## config.mk

```make
export PLATFORM = sky130hd
export DESIGN_NAME = cart_map_arb
export DESIGN_NICKNAME = d
export VERILOG_FILES = /design/src/rtl/cart_map_arb.sv
export SDC_FILE = /design/constraint.sdc
export NUM_CORES = 1
export LEC_CHECK = 0
export BUFFER_PORTS_ARGS = -buffer_cell sky130_fd_sc_hd__buf_2
export CELL_PAD_IN_SITES_DETAIL_PLACEMENT = 1
export CELL_PAD_IN_SITES_GLOBAL_PLACEMENT = 1
export CORE_AREA = 2 2 159 161
export DETAILED_ROUTE_END_ITERATION = 10
export DIE_AREA = 0 0 161 163
export PLACE_DENSITY_LB_ADDON = 0.15
export SLEW_MARGIN = 20
export SYNTH_ARGS = -nofsm -noshare
export SYNTH_HDL_FRONTEND = slang
export SYNTH_SLANG_ARGS = --single-unit
```

## constraint.sdc

```tcl
create_clock -name mclk -period 4.1 [get_ports mclk]
set_input_delay 0.82 -clock mclk [delete_from_list [all_inputs] [get_ports mclk]]
set_output_delay 0.82 -clock mclk [all_outputs]
set_load 0.02 [all_outputs]
```

## src/rtl/cart_map_arb.sv

```systemverilog
// cart_map_arb: registered cartridge-bus selector for the SNES core.
// Routes one of NCH+1 mapper channels onto the shared ROM/BSRAM/CPU bus.
// Channel 0 is the base mapper; channel k (1..NCH) is keyed by map_active[k-1].
// Every channel change passes through a drain window with all strobes
// forced inactive. Multi-hot requests park the bus in a safe fault state.
// Optional build macro: CART_MAP_STATS_EN adds switch_cnt / fault_cnt.
module cart_map_arb #(
    parameter int NCH       = 4,
    parameter int ROM_AW    = 24,
    parameter int RAM_AW    = 20,
    parameter int DRAIN_CYC = 2
) (
    input  logic                      mclk,
    input  logic                      rst,
    input  logic [NCH-1:0]            map_active,
    input  logic [(NCH+1)*8-1:0]      ch_do,
    input  logic [NCH:0]              ch_irq_n,
    input  logic [(NCH+1)*ROM_AW-1:0] ch_rom_addr,
    input  logic [NCH:0]              ch_rom_ce_n,
    input  logic [NCH:0]              ch_rom_oe_n,
    input  logic [NCH:0]              ch_rom_word,
    input  logic [(NCH+1)*RAM_AW-1:0] ch_bsram_addr,
    input  logic [(NCH+1)*8-1:0]      ch_bsram_d,
    input  logic [NCH:0]              ch_bsram_ce_n,
    input  logic [NCH:0]              ch_bsram_oe_n,
    input  logic [NCH:0]              ch_bsram_we_n,
    output logic [7:0]                di,
    output logic                      irq_n,
    output logic [ROM_AW-1:0]         rom_addr,
    output logic                      rom_ce_n,
    output logic                      rom_oe_n,
    output logic                      rom_word,
    output logic [RAM_AW-1:0]         bsram_addr,
    output logic [7:0]                bsram_d,
    output logic                      bsram_ce_n,
    output logic                      bsram_oe_n,
    output logic                      bsram_we_n,
    output logic [3:0]                cur_sel,
    output logic                      switching,
    output logic                      fault
`ifdef CART_MAP_STATS_EN
    ,
    output logic [15:0]               switch_cnt,
    output logic [7:0]                fault_cnt
`endif
);

    typedef enum logic [1:0] {
        ST_RUN,
        ST_DRAIN,
        ST_FAULT
    } state_t;

    // Counter value loaded on entering or restarting a drain; the drain
    // ends on the edge that sees the counter at zero.
    localparam logic [3:0] CNT_LOAD = 4'(DRAIN_CYC - 1);

    state_t      state, state_d;
    logic [3:0]  nxt, nxt_d;
    logic [3:0]  cnt, cnt_d;
    logic [3:0]  cur_sel_d;
    logic        fault_d;

    logic [3:0]  req;
    logic        req_bad;
    logic [3:0]  route_sel;
    logic        pass;
    logic        safe;

    // Selected-channel view of the input buses.
    logic [7:0]        m_do;
    logic              m_irq_n;
    logic [ROM_AW-1:0] m_rom_addr;
    logic              m_rom_ce_n, m_rom_oe_n, m_rom_word;
    logic [RAM_AW-1:0] m_bsram_addr;
    logic [7:0]        m_bsram_d;
    logic              m_bsram_ce_n, m_bsram_oe_n, m_bsram_we_n;

    // Next values of the registered bus outputs.
    logic [7:0]        di_d;
    logic              irq_n_d;
    logic [ROM_AW-1:0] rom_addr_d;
    logic              rom_ce_n_d, rom_oe_n_d, rom_word_d;
    logic [RAM_AW-1:0] bsram_addr_d;
    logic [7:0]        bsram_d_d;
    logic              bsram_ce_n_d, bsram_oe_n_d, bsram_we_n_d;

    // Decode map_active into a channel index; a second set bit flags req_bad.
    always_comb begin
        // NOTE: every combinational output gets a default before any branch,
        // otherwise an unassigned path infers a latch.
        req     = '0;
        req_bad = 1'b0;
        for (int k = 0; k < NCH; k++) begin
            if (map_active[k]) begin
                if (req != 4'd0) req_bad = 1'b1;
                req = 4'(k + 1);
            end
        end
    end

    // Channel multiplexer, indexed by route_sel; channel 0 is the fallback.
    always_comb begin
        m_do         = ch_do[7:0];
        m_irq_n      = ch_irq_n[0];
        m_rom_addr   = ch_rom_addr[ROM_AW-1:0];
        m_rom_ce_n   = ch_rom_ce_n[0];
        m_rom_oe_n   = ch_rom_oe_n[0];
        m_rom_word   = ch_rom_word[0];
        m_bsram_addr = ch_bsram_addr[RAM_AW-1:0];
        m_bsram_d    = ch_bsram_d[7:0];
        m_bsram_ce_n = ch_bsram_ce_n[0];
        m_bsram_oe_n = ch_bsram_oe_n[0];
        m_bsram_we_n = ch_bsram_we_n[0];
        for (int k = 1; k <= NCH; k++) begin
            if (route_sel == 4'(k)) begin
                m_do         = ch_do[8*k +: 8];
                m_irq_n      = ch_irq_n[k];
                m_rom_addr   = ch_rom_addr[ROM_AW*k +: ROM_AW];
                m_rom_ce_n   = ch_rom_ce_n[k];
                m_rom_oe_n   = ch_rom_oe_n[k];
                m_rom_word   = ch_rom_word[k];
                m_bsram_addr = ch_bsram_addr[RAM_AW*k +: RAM_AW];
                m_bsram_d    = ch_bsram_d[8*k +: 8];
                m_bsram_ce_n = ch_bsram_ce_n[k];
                m_bsram_oe_n = ch_bsram_oe_n[k];
                m_bsram_we_n = ch_bsram_we_n[k];
            end
        end
    end

    // Next-state logic: decide RUN/DRAIN/FAULT and whether to pass or park the bus.
    always_comb begin
        state_d   = state;
        nxt_d     = nxt;
        cnt_d     = cnt;
        cur_sel_d = cur_sel;
        fault_d   = fault;
        route_sel = cur_sel;
        pass      = 1'b0;
        safe      = 1'b0;

        unique case (state)
            ST_RUN: begin
                if (req_bad) begin
                    state_d = ST_FAULT;
                    fault_d = 1'b1;
                    safe    = 1'b1;
                end else if (req != cur_sel) begin
                    // Park the bus on this very edge so old strobes never
                    // meet new data.
                    state_d = ST_DRAIN;
                    nxt_d   = req;
                    cnt_d   = CNT_LOAD;
                    safe    = 1'b1;
                end else begin
                    pass = 1'b1;
                end
            end

            ST_DRAIN: begin
                if (req_bad) begin
                    state_d = ST_FAULT;
                    fault_d = 1'b1;
                    safe    = 1'b1;
                end else if (req != nxt) begin
                    nxt_d = req;
                    cnt_d = CNT_LOAD;
                    safe  = 1'b1;
                end else if (cnt == 4'd0) begin
                    // Drain over: the new channel is routed on this same edge.
                    state_d   = ST_RUN;
                    cur_sel_d = nxt;
                    route_sel = nxt;
                    pass      = 1'b1;
                end else begin
                    cnt_d = cnt - 4'd1;
                    safe  = 1'b1;
                end
            end

            ST_FAULT: begin
                if (!req_bad) begin
                    state_d = ST_DRAIN;
                    nxt_d   = req;
                    cnt_d   = CNT_LOAD;
                end
                safe = 1'b1;
            end

            default: begin
                state_d = ST_RUN;
            end
        endcase
    end

    // Next bus values: pass the routed channel, force safe strobes, or hold.
    always_comb begin
        di_d         = di;
        irq_n_d      = irq_n;
        rom_addr_d   = rom_addr;
        rom_ce_n_d   = rom_ce_n;
        rom_oe_n_d   = rom_oe_n;
        rom_word_d   = rom_word;
        bsram_addr_d = bsram_addr;
        bsram_d_d    = bsram_d;
        bsram_ce_n_d = bsram_ce_n;
        bsram_oe_n_d = bsram_oe_n;
        bsram_we_n_d = bsram_we_n;
        if (pass) begin
            di_d         = m_do;
            irq_n_d      = m_irq_n;
            rom_addr_d   = m_rom_addr;
            rom_ce_n_d   = m_rom_ce_n;
            rom_oe_n_d   = m_rom_oe_n;
            rom_word_d   = m_rom_word;
            bsram_addr_d = m_bsram_addr;
            bsram_d_d    = m_bsram_d;
            bsram_ce_n_d = m_bsram_ce_n;
            bsram_oe_n_d = m_bsram_oe_n;
            bsram_we_n_d = m_bsram_we_n;
        end else if (safe) begin
            // Addresses, write data and rom_word keep their last values.
            di_d         = 8'hFF;
            irq_n_d      = 1'b1;
            rom_ce_n_d   = 1'b1;
            rom_oe_n_d   = 1'b1;
            bsram_ce_n_d = 1'b1;
            bsram_oe_n_d = 1'b1;
            bsram_we_n_d = 1'b1;
        end
    end

    // State and registered outputs, with synchronous reset to an idle bus.
    always_ff @(posedge mclk) begin
        // NOTE: sequential state uses non-blocking assignments so every
        // register samples pre-edge values regardless of statement order.
        if (rst) begin
            state      <= ST_RUN;
            nxt        <= '0;
            cnt        <= '0;
            cur_sel    <= '0;
            fault      <= 1'b0;
            switching  <= 1'b0;
            di         <= '0;
            irq_n      <= 1'b1;
            rom_addr   <= '0;
            rom_ce_n   <= 1'b1;
            rom_oe_n   <= 1'b1;
            rom_word   <= 1'b0;
            bsram_addr <= '0;
            bsram_d    <= '0;
            bsram_ce_n <= 1'b1;
            bsram_oe_n <= 1'b1;
            bsram_we_n <= 1'b1;
        end else begin
            state      <= state_d;
            nxt        <= nxt_d;
            cnt        <= cnt_d;
            cur_sel    <= cur_sel_d;
            fault      <= fault_d;
            switching  <= (state_d == ST_DRAIN);
            di         <= di_d;
            irq_n      <= irq_n_d;
            rom_addr   <= rom_addr_d;
            rom_ce_n   <= rom_ce_n_d;
            rom_oe_n   <= rom_oe_n_d;
            rom_word   <= rom_word_d;
            bsram_addr <= bsram_addr_d;
            bsram_d    <= bsram_d_d;
            bsram_ce_n <= bsram_ce_n_d;
            bsram_oe_n <= bsram_oe_n_d;
            bsram_we_n <= bsram_we_n_d;
        end
    end

`ifdef CART_MAP_STATS_EN
    // Event counters: completed drains (wrapping) and fault entries (saturating).
    always_ff @(posedge mclk) begin
        if (rst) begin
            switch_cnt <= '0;
            fault_cnt  <= '0;
        end else begin
            if (state == ST_DRAIN && state_d == ST_RUN)
                switch_cnt <= switch_cnt + 16'd1;
            if (state != ST_FAULT && state_d == ST_FAULT && fault_cnt != 8'hFF)
                fault_cnt <= fault_cnt + 8'd1;
        end
    end
`endif

endmodule

```

After elaboration in Yosys (flattened, before gate mapping)
Index checks and enable logic that the tools add are counted.

$add $sub $neg: 1. Eq/ne operators: 15. Muxes and demuxes: 99. Reduce and logical (&&, ||, !) cells: 11.

Operators with widths (count): 24-bit 2-to-1 mux (4); 20-bit 2-to-1 mux (4); 8-bit 2-to-1 mux (10); 4-bit 2-to-1 mux (18); 1-bit 2-to-1 mux (52); 4-bit one-hot mux with 3 select lines (2); 2-bit 2-to-1 mux (6); 6-bit AND reduction (2); 4-bit nonzero test (3); 2-bit != test, second input constant (5); 4-bit by 2-bit == test with 1-bit output, second input constant (2); 4-bit != test (2); 2-bit one-hot mux with 3 select lines (1); 2-bit by 1-bit == test with 1-bit output, second input constant (2); 4-bit by 1-bit == test with 1-bit output, second input constant (1); 4-bit by 3-bit == test with 1-bit output, second input constant (1); 4-bit zero test (1); 4-bit by 1-bit subtractor with 4-bit output, second input constant (1); 3-bit != test, second input constant (1); 1-bit one-hot mux with 3 select lines (1); 3-bit nonzero test (1); 2-bit == test, second input constant (1); 2-bit zero test (1); 1-bit one-hot mux with 2 select lines (1); 3 further kinds (3).

Register bits after elaboration: 83. Input port bits: 341. Output and inout bits: 73. Logic and storage cells: 143.

Depth between registers and ports, before layout
Gate-level depths: netlist of run 1.

Depth in word-level cells: 16. Gate-level depth with buffers: 11. Mapped depth without buffers: 8.

Worst setup path before layout of run 1
OpenSTA, ideal clock, no wires.

Path kind: input port to flip-flop. From: input port map_active[1]. To: register bsram_addr[12]. Setup time: 81 ps. Arrival time: 3238 ps. Data required time: 4019 ps. Setup slack: 781 ps. Cell stages on the path: 10. Buffers on the path: 2. Cell sequence: buf_6 > or3_1 > a211oi_2 > o221ai_4 > nor2_8 > mux2i_1 > clkbuf_1 > nand2_1 > a311o_1 > a211oi_2.

Cells in the longest elaborated chain, start to end: 13. Elaborated cells on any way between the ends: 28. Classes of those cells: 6 x eq/ne; 20 x mux; 2 x reduce/logical.

Ends and longest elaborated chain: from (decl) (RTL line 15) `input logic [NCH-1:0] map_active,`; 4-bit 2-to-1 mux (RTL line 95) `if (map_active[k]) begin`; 4-bit nonzero test (RTL line 96) `if (req != 4'd0) req_bad = 1'b1;`; 1-bit 2-to-1 mux (RTL line 96); 1-bit 2-to-1 mux (RTL line 95); 1-bit 2-to-1 mux (RTL line 96); 1-bit 2-to-1 mux (RTL line 95); 4-bit 2-to-1 mux; 4-bit 2-to-1 mux (RTL line 143) `unique case (state)`; 4-bit by 1-bit == test with 1-bit output (RTL line 116) `if (route_sel == 4'(k)) begin`; 20-bit 2-to-1 mux (4 in series) (RTL line 116); to (signal assigned) (RTL line 269) `bsram_addr <= bsram_addr_d;`; to (decl) (RTL line 33) `output logic [RAM_AW-1:0] bsram_addr,`.

Several ways; a longest one is shown, not always the timed one. A chain may end at the register's enable or synchronous reset.

Worst setup path in the final report of run 1
From: input port map_active[1]. To: register bsram_addr[11].

Same word-level chain as after synthesis.

==> flow_summary.ini, run 1 <==
[timing]
finalSetupViolCount = 0
fin_tns_setup_ns = 0
layout_min_cycle_time_ns = 3.26
slew_violations = 0
tightest_slew_ns = 0.918
fin_crit_sh_pct = 79.4
finClkSkew_ns = 0.0111
rsz0062_at_grt = false
hold_violations = 0
max-slew-margin-rel_pct = 38.8
max_freq_mhz = 307

[routing]
drt_iter0_drc = 370
drtPass1Iterations = 5
ant_nets = 0
via_count = 7179
drt-total-wl_um = 29800
drt_drc_violations_left = 0
routedWlPerCell_um = 21.0
drt-vias-per-instance = 5.06

[worst_setup_path]
reg2reg_depth = 8
path_buf_inv = 1
cp.required_ns = 4.29
r2r_end = bsram_addr[11]
path_cells = buf_2 -> or3_1 -> a211oi_2 -> o221ai_4 -> nor2_8 -> mux2_2 -> a221o_1 -> a21oi_1 -> o31ai_1
cp-end-kind = flop
setup.worst_path.start_class = input pin
r2r_start = nxt[1]
regToRegSetupSlack_ns = 1.03
cp_max_fo = 23
path_class = in -> reg
critPathArrivalTime_ns = 3.45
cp_top_family = compound AO/OA/AOI/OAI gates
slowest_delay_ns = 0.58
crit_slowest_cell = mux2_2

[logic_synthesis]
ys_top_cells_by_area = dfxtp_1 29%, a21oi_1 7.3%, nand2_1 6.9%
synth_ff_type = dfxtp_1
yosysMostFrequentCell = nand2_1
synthSimpleGateAreaFrac_pct = 18.5
synthXorXnorAreaFrac_pct = 0.309
synth_top_family_by_area = compound AO/OA/AOI/OAI gates
synthDistinctLibCells = 50
yosysSeqAreaShare_pct = 28.9
syn_avg_cell_area_um2 = 7.95
synth-compound-area-share_pct = 38.7
netlist.area_leader.share_pct = 28.9
synth_fp_nets = 1057
syn-cell-area_mm2 = 0.00568
yosysWarnings = 0
synth-adder-area-share_pct = 0.639
synthCells = 714
ys_top_cells_by_count = 104 x nand2_1, 83 x a21oi_1, 82 x dfxtp_1
ys_seq_elements = 82
synthMuxAreaShare_pct = 6.37
yosys.area.top_type = dfxtp_1
synth_edf_count = 0
synthArstFlopShare_pct = 0

[clock_tree]
post_cts_buffers = 0
clock_path_buffers = 2
cts.sinks = 82
cts_resized = 0
clock-root-buffer = clkbuf_16
clk_pin_slew_ns = 0.06
cts_tree = built
clock_latency_ns = 0.34
htreeDepth = 3
cts_buffers = 9
hold_buffers = 0

[floorplanning]
io_pins = 414
die_area_mm2 = 0.0262
core_area_mm2 = 0.0247
rows = 58
die_w_um = 161
start_util_pct = 23.0
die_y_um = 163

[power_and_ir_drop]
internal_power_mw = 1.52
leakagePower_nw = 3.77
combPwrFrac_pct = 21.7
power_density_mw_per_mm2 = 254
power_mw = 2.13
swShare_pct = 28.5
p_switching_uw = 607
peakVddDrop_v = 0.000126
p_clk_share_pct = 38.1
p_seq_share_pct = 40.2

[final_layout]
syn2layout_area_growth_pct = 47.6
regArea_mm2 = 0.00164
layout-drive-gt1-share_pct = 47.6
utilization_pct = 34.0
multiInputGateArea_mm2 = 0.00373
final_nets = 1428
nFillCells = 3174

[worst_hold_path]
worstHoldPathCells = 2
min_path_type = reg -> reg
min_from = cnt[1]
whs_endpoint = cnt[1]

[place]
port_buffers = 413
place_congestion = 0.816
dp_hpwl_um = 22600

[global_route]
grt_pass1_vias = 7313
grt_max_degree = 79
grt.total_usage_pct = 21.8
grt_pass1_wl_um = 43800
antenna_found_initial = 4
grt_overflow = 0

[run_status]
status = finished clean

[job]
drv_cap = 0
-- final cells by class --
type | count | share of cell area [%]
inverter | 3 | 0.134
clock buffer | 10 | 2.73
timing repair buffer | 433 | 27.5
sequential | 82 | 19.6
tap | 330 | 4.93
antenna | 2 | 0.0597
clock inverter | 4 | 0.537
multi-input combinational | 556 | 44.5
-- sequential cells by signal, indices dropped and copies added, names as in the netlist, 2 cells and up --
signal and count:
rom_addr 24, bsram_addr 20, bsram_d 8, di 8, cnt 4, cur_sel 4, nxt 3, state 2
-- per-layer routing --
metal / global-route usage (%) / share of wire, % / vias to the layer above
li1: - / - / 3456
met1: 25.1 / 40 / 3378
met3: 5.45 / 7.4 / 41
met5: 0 / 0.080 / -
met2: 39.1 / 50 / 300
met4: 8.12 / 2.7 / 4
-- power groups by stage --
stage          Clock (mW)  Combinational, mW  Sequential [mW]
4_1_cts             0.851              0.470            0.857
3_3_place_gp            0              0.464            0.873
6_report            0.812              0.463            0.856
2_1_floorplan           0              0.178            0.908
3_5_place_dp            0              0.468            0.874
5_1_grt             0.876              0.508            0.861
-- worst register-to-register path: cells and delay by family, from the launching register on --
family	cells	cell delay, ns
compound gates	5	1.23
flops	1	0.39
simple gates	2	0.72
mux	1	0.58
-- through the flow --
stage,cells,hold WS (ns),worst slack [ns],cell area [um^2]
floorplan,714,0.445,0.781,5680
global placement,1404,0.461,0.501,8100
detailed placement,1404,0.469,0.454,8100
CTS,1418,0.481,0.840,8380
global route,1420,0.511,0.690,8380
finish,1420,0.474,0.843,8380
-- worst max path at each step --
stage	startpoint	to	slack (ns)	cells past startpoint
final	map_active[1]	bsram_addr[11]	0.84	9
after global routing	map_active[1]	bsram_addr[11]	0.69	9
after CTS	map_active[1]	bsram_addr[11]	0.84	9
after detailed placement	map_active[1]	bsram_addr[11]	0.45	9
after global placement	map_active[1]	rom_addr[9]	0.50	9
after floorplan	map_active[1]	bsram_addr[12]	0.78	10
-- kinds of logic after synthesis --
family                     after synthesis
and+or+nand+nor                        224
buffers and inverters                   76
adders and majority gates                3
DFF                                     82
muxes                                   32
AOI/OAI and AO/OA                      295
xor gates and xnor gates                 2
-- cells in the final DEF, fill, tap and decap left out, types with 4 or more instances in the layout --
| cell | instances |
|---|---|
| mux2_2 | 25 |
| dfxtp_1 | 82 |
| clkbuf_16 | 9 |
| a311o_1 | 30 |
| buf_2 | 412 |
| a21oi_1 | 82 |
| nor3_1 | 13 |
| a211oi_1 | 5 |
| or3_1 | 5 |
| buf_12 | 7 |
| a211oi_2 | 27 |
| nand3b_1 | 25 |
| o21ai_0 | 30 |
| nor2b_1 | 4 |
| o221ai_1 | 6 |
| buf_4 | 14 |
| a221o_1 | 23 |
| nand3_1 | 9 |
| o22ai_1 | 38 |
| o31ai_1 | 23 |
| o2bb2ai_1 | 8 |
| a31o_2 | 6 |
| o21bai_1 | 9 |
| mux2i_4 | 4 |
| nand2_1 | 104 |
| nor2_1 | 49 |
No activity file was read; power rests on OpenSTA's default activity.
==> run 2, diff against run 1 <==
clock period = 3.07 ns   (was 4.1 ns; I/O delays follow)
==> flow_summary.ini, run 2 (synthesized netlist as in run 1, its figures left out) <==
[run_status]
status = finished clean

[floorplanning]
die_w_um = 161
rows = 58
die_y_um = 163
die_area_mm2 = 0.0262
io_pins = 414
start_util_pct = 23.0
core_area_mm2 = 0.0247

[clock_tree]
clock-root-buffer = clkbuf_16
htreeDepth = 3
cts_resized = 0
cts_buffers = 9
post_cts_buffers = 0
clock_path_buffers = 2
clk_pin_slew_ns = 0.07
clock_latency_ns = 0.35
cts_tree = built
cts.sinks = 82
hold_buffers = 0

[place]
dp_slack_ns = -0.114
place_congestion = 0.844
port_buffers = 413
dp_hpwl_um = 22700
place_inst = 1429

[power_and_ir_drop]
peakVddDrop_v = 0.000204
leakagePower_nw = 3.92
power_density_mw_per_mm2 = 326

[timing]
fin_crit_sh_pct = 91.1
slew_violations = 0
finClkSkew_ns = 0.00797
hold_violations = 0
rsz0062_at_grt = false
finalSetupViolCount = 0
fin_tns_setup_ns = 0
max_freq_mhz = 358
max-slew-margin-rel_pct = 60.4
tightest_slew_ns = 0.593
layout_setup_ws_ns = 0.273
layout_min_cycle_time_ns = 2.80

[worst_setup_path]
critPathArrivalTime_ns = 3.06
cp-end-kind = flop
setup.worst_path.start_class = input pin
path_cells = buf_2 -> or3_1 -> a211oi_2 -> o221ai_4 -> nor2_8 -> buf_4 -> mux2i_4 -> buf_12 -> nand2_1 -> a311o_1 -> a211oi_2
crit_slowest_cell = or3_1
path_class = in -> reg
slowest_delay_ns = 0.36
cp.required_ns = 3.33
crit_top_cell = a211oi_2
cp_max_fo = 32

[routing]
ant_nets = 0
via_count = 7247
drt_drc_violations_left = 0
drt-vias-per-instance = 5.00
drt_iter0_drc = 311
routedWlPerCell_um = 20.1
drtPass1Iterations = 4
drt-total-wl_um = 29100

[final_layout]
final_cell_mix = 412 x buf_2, 104 x nand2_1, 82 x a21oi_1, 82 x dfxtp_1, 49 x nor2_1
utilization_pct = 35.2
final_nets = 1453
instances_no_fill = 1450
largestRegisters = rom_addr: 24 flops, bsram_addr: 20 flops
layout-drive-gt1-share_pct = 48.8
syn2layout_area_growth_pct = 53.1
largest_reg_flops = 24
final_common_cell = buf_2
nFillCells = 3135
top_register = rom_addr

[global_route]
antenna_found_initial = 6
grt_pass1_vias = 7620
grt.total_usage_pct = 21.3
grt_pass1_wl_um = 43100
grt_overflow = 0
grt_max_degree = 48

[worst_hold_path]
min_path_type = reg -> reg

[job]
drv_cap = 0
-- run 2: cell count changes in the layout (fill, tap and decap cells not counted) --
cell	previous run	this run
buf_12	7	16
buf_4	14	30
bufinv_16	1	0
clkbuf_1	1	2
clkbuf_8	0	1
clkinv_2	3	1
clkinvlp_4	0	3
diode_2	2	5
-- run 2: cell type report --
type / count / area [um^2] / area share, %
timing repair buffer: 458 / 2610 / 30.0
antenna: 5 / 12.5 / 0.144
clock inverter: 4 / 27.5 / 0.317
clock buffer: 12 / 246 / 2.84
multi-input combinational: 556 / 3730 / 42.9
sequential: 82 / 1640 / 18.9
tap: 330 / 413 / 4.75
inverter: 3 / 11.3 / 0.130
-- run 2: worst max-delay path: cells and delay by family --
family	cells	cell delay [ns]
AO/OA/AOI/OAI	4	1.00
multiplexers	1	0.27
buffers and inverters	3	0.53
AND/OR/NAND/NOR	3	0.60
-- run 2: metrics by stage --
step	hold WS [ns]	area, um^2	total power, mW
final	0.475	8690	2.83
after detailed placement	0.469	8400	1.81
after CTS	0.487	8680	2.89
after floorplan	0.445	5680	1.45
after global placement	0.461	8400	1.80
after global routing	0.511	8690	2.98
-- run 2: per-layer routing --
| layer | wire length [um] | share of wire [%] | GRT usage [%] |
|---|---|---|---|
| met5 | 18 | 0.062 | 0 |
| met3 | 1930 | 6.6 | 4.91 |
| met2 | 14900 | 51 | 39.9 |
| met1 | 11400 | 39 | 23.3 |
| met4 | 837 | 2.9 | 8.28 |
-- run 2: final timing paths --
check	from	endpoint	slack [ns]	cells past startpoint
worst max-delay path	map_active[1]	bsram_addr[8]	0.27	11
worst min-delay path	fault	fault	0.47	2
worst max register to register	nxt[1]	bsram_addr[8]	0.32	10
worst min register to register	fault	fault	0.47	2
-- run 2: power breakdown --
| group | leakage [nW] | internal (mW) | switching [mW] |
|---|---|---|---|
| sequential | 0.669 | 1.11 | 0.0306 |
| clock | 0.125 | 0.571 | 0.481 |
| combinational | 3.12 | 0.317 | 0.317 |
==> run 3, diff against run 2 <==
MAX_ROUTING_LAYER = met4   (was default)
SLEW_MARGIN = 10   (was 20)
==> flow_summary.ini, run 3 (synthesized netlist as in run 1, its figures left out) <==
[run_status]
status = finished clean

[clock_tree]
clock-root-buffer = clkbuf_16
clock_latency_ns = 0.35
htreeDepth = 3
clock_path_buffers = 2
clk_pin_slew_ns = 0.07
cts_tree = built
hold_buffers = 0
cts_resized = 0
cts_buffers = 9
cts.sinks = 82
post_cts_buffers = 0

[routing]
drtPass1Iterations = 4
ant_nets = 0
via_count = 7185
drt-total-wl_um = 29100
drt_drc_violations_left = 0
drt-vias-per-instance = 4.95
drt_iter0_drc = 304
routedWlPerCell_um = 20.1

[floorplanning]
die_w_um = 161
core_area_mm2 = 0.0247
start_util_pct = 23.0
io_pins = 414
die_area_mm2 = 0.0262
die_y_um = 163
rows = 58

[worst_setup_path]
regToRegSetupSlack_ns = 0.33
path_class = in -> reg
critPathArrivalTime_ns = 3.06
crit_slowest_cell = or3_1
cp_max_fo = 32
path_cells = buf_2 -> or3_1 -> a211oi_2 -> o221ai_4 -> nor2_8 -> buf_4 -> mux2i_4 -> buf_12 -> nand2_1 -> a311o_1 -> a211oi_2
endpoint = bsram_addr[8]
cp.required_ns = 3.33
cp-end-kind = flop
r2r_end = bsram_addr[8]
r2r_start = nxt[1]
setup.worst_path.start_class = input pin
crit_top_cell = a211oi_2
slowest_delay_ns = 0.36
reg2reg_depth = 10
worstSetupStartpoint = map_active[1]

[timing]
hold_violations = 0
max-slew-margin-rel_pct = 60.9
slew_violations = 0
rsz0062_at_grt = false
tightest_slew_ns = 0.585
fin_tns_setup_ns = 0
finalSetupViolCount = 0
max_freq_mhz = 358
layout_min_cycle_time_ns = 2.79
fin_crit_sh_pct = 91.0
finClkSkew_ns = 0.00881

[final_layout]
top_register = rom_addr
layout-drive-gt1-share_pct = 48.8
utilization_pct = 35.2
largest_reg_flops = 24
final_cell_mix = 412 x buf_2, 104 x nand2_1, 82 x a21oi_1, 82 x dfxtp_1, 49 x nor2_1
syn2layout_area_growth_pct = 53.1
nFillCells = 3136
final_common_cell = buf_2
final_nets = 1453
instances_no_fill = 1451
largestRegisters = rom_addr: 24 flops, bsram_addr: 20 flops

[global_route]
grt_pass1_wl_um = 43000
grt.total_usage_pct = 22.0
antenna_found_initial = 6
grt_max_degree = 48
grt_overflow = 0
grt_pass1_vias = 7608

[power_and_ir_drop]
peakVddDrop_v = 0.000207
power_density_mw_per_mm2 = 326
leakagePower_nw = 3.92

[place]
dp_hpwl_um = 22700
place_inst = 1429
place_congestion = 0.857
port_buffers = 413

[worst_hold_path]
min_path_type = reg -> reg
worstHoldPathCells = 2

[job]
drv_cap = 0
run 3: metrics by stage:
step                power (mW)  hold WS [ns]  area [um^2]  setup slack, ns
floorplan                 1.45         0.445         5680          -0.0165
global route              2.98         0.511         8690            0.105
detailed placement        1.81         0.469         8400           -0.114
finish                    2.83         0.473         8690            0.276
CTS                       2.89         0.487         8680            0.260
global placement          1.80         0.461         8400          -0.0869
run 3: power breakdown:
group	switching [mW]	internal [mW]	leakage [nW]
clock	0.485	0.571	0.125
combinational	0.317	0.317	3.12
sequential	0.0305	1.11	0.669
total	0.833	2.00	3.92
run 3: routing by layer:
layer / wire length, um / up-vias / track usage [%] / part of all wire (%)
met1: 11700 / 3341 / 23.9 / 40
li1: - / 3515 / - / -
met2: 14900 / 290 / 39.9 / 51
met3: 1730 / 39 / 4.10 / 5.9
met5: 0 / - / - / 0
met4: 762 / 0 / 8.12 / 2.6
run 3: layout make-up:
class                      count  area, um^2  area share [%]
inverter                       3        11.3           0.130
tap                          330         413            4.75
clock inverter                 4        27.5           0.317
antenna                        6        15.0           0.173
multi-input combinational    556        3730            42.9
sequential                    82        1640            18.9
clock buffer                  12         246            2.84
timing repair buffer         458        2610            30.0
run 3: critical path, delay by kind of cell:
kind | cells | cell delay [ns]
compound gates | 4 | 1.00
simple gates | 3 | 0.60
buf+inv | 3 | 0.53
mux | 1 | 0.27
run 3: how the worst min path moves through the flow:
| stage | start | slack (ns) | endpoint |
|---|---|---|---|
| 6_report | fault | 0.47 | fault |
| 3_3_place_gp | fault | 0.46 | fault |
| 2_1_floorplan | cnt[1] | 0.44 | cnt[1] |
| 4_1_cts | fault | 0.49 | fault |
| 5_1_grt | bsram_oe_n | 0.51 | bsram_oe_n |
| 3_5_place_dp | fault | 0.47 | fault |
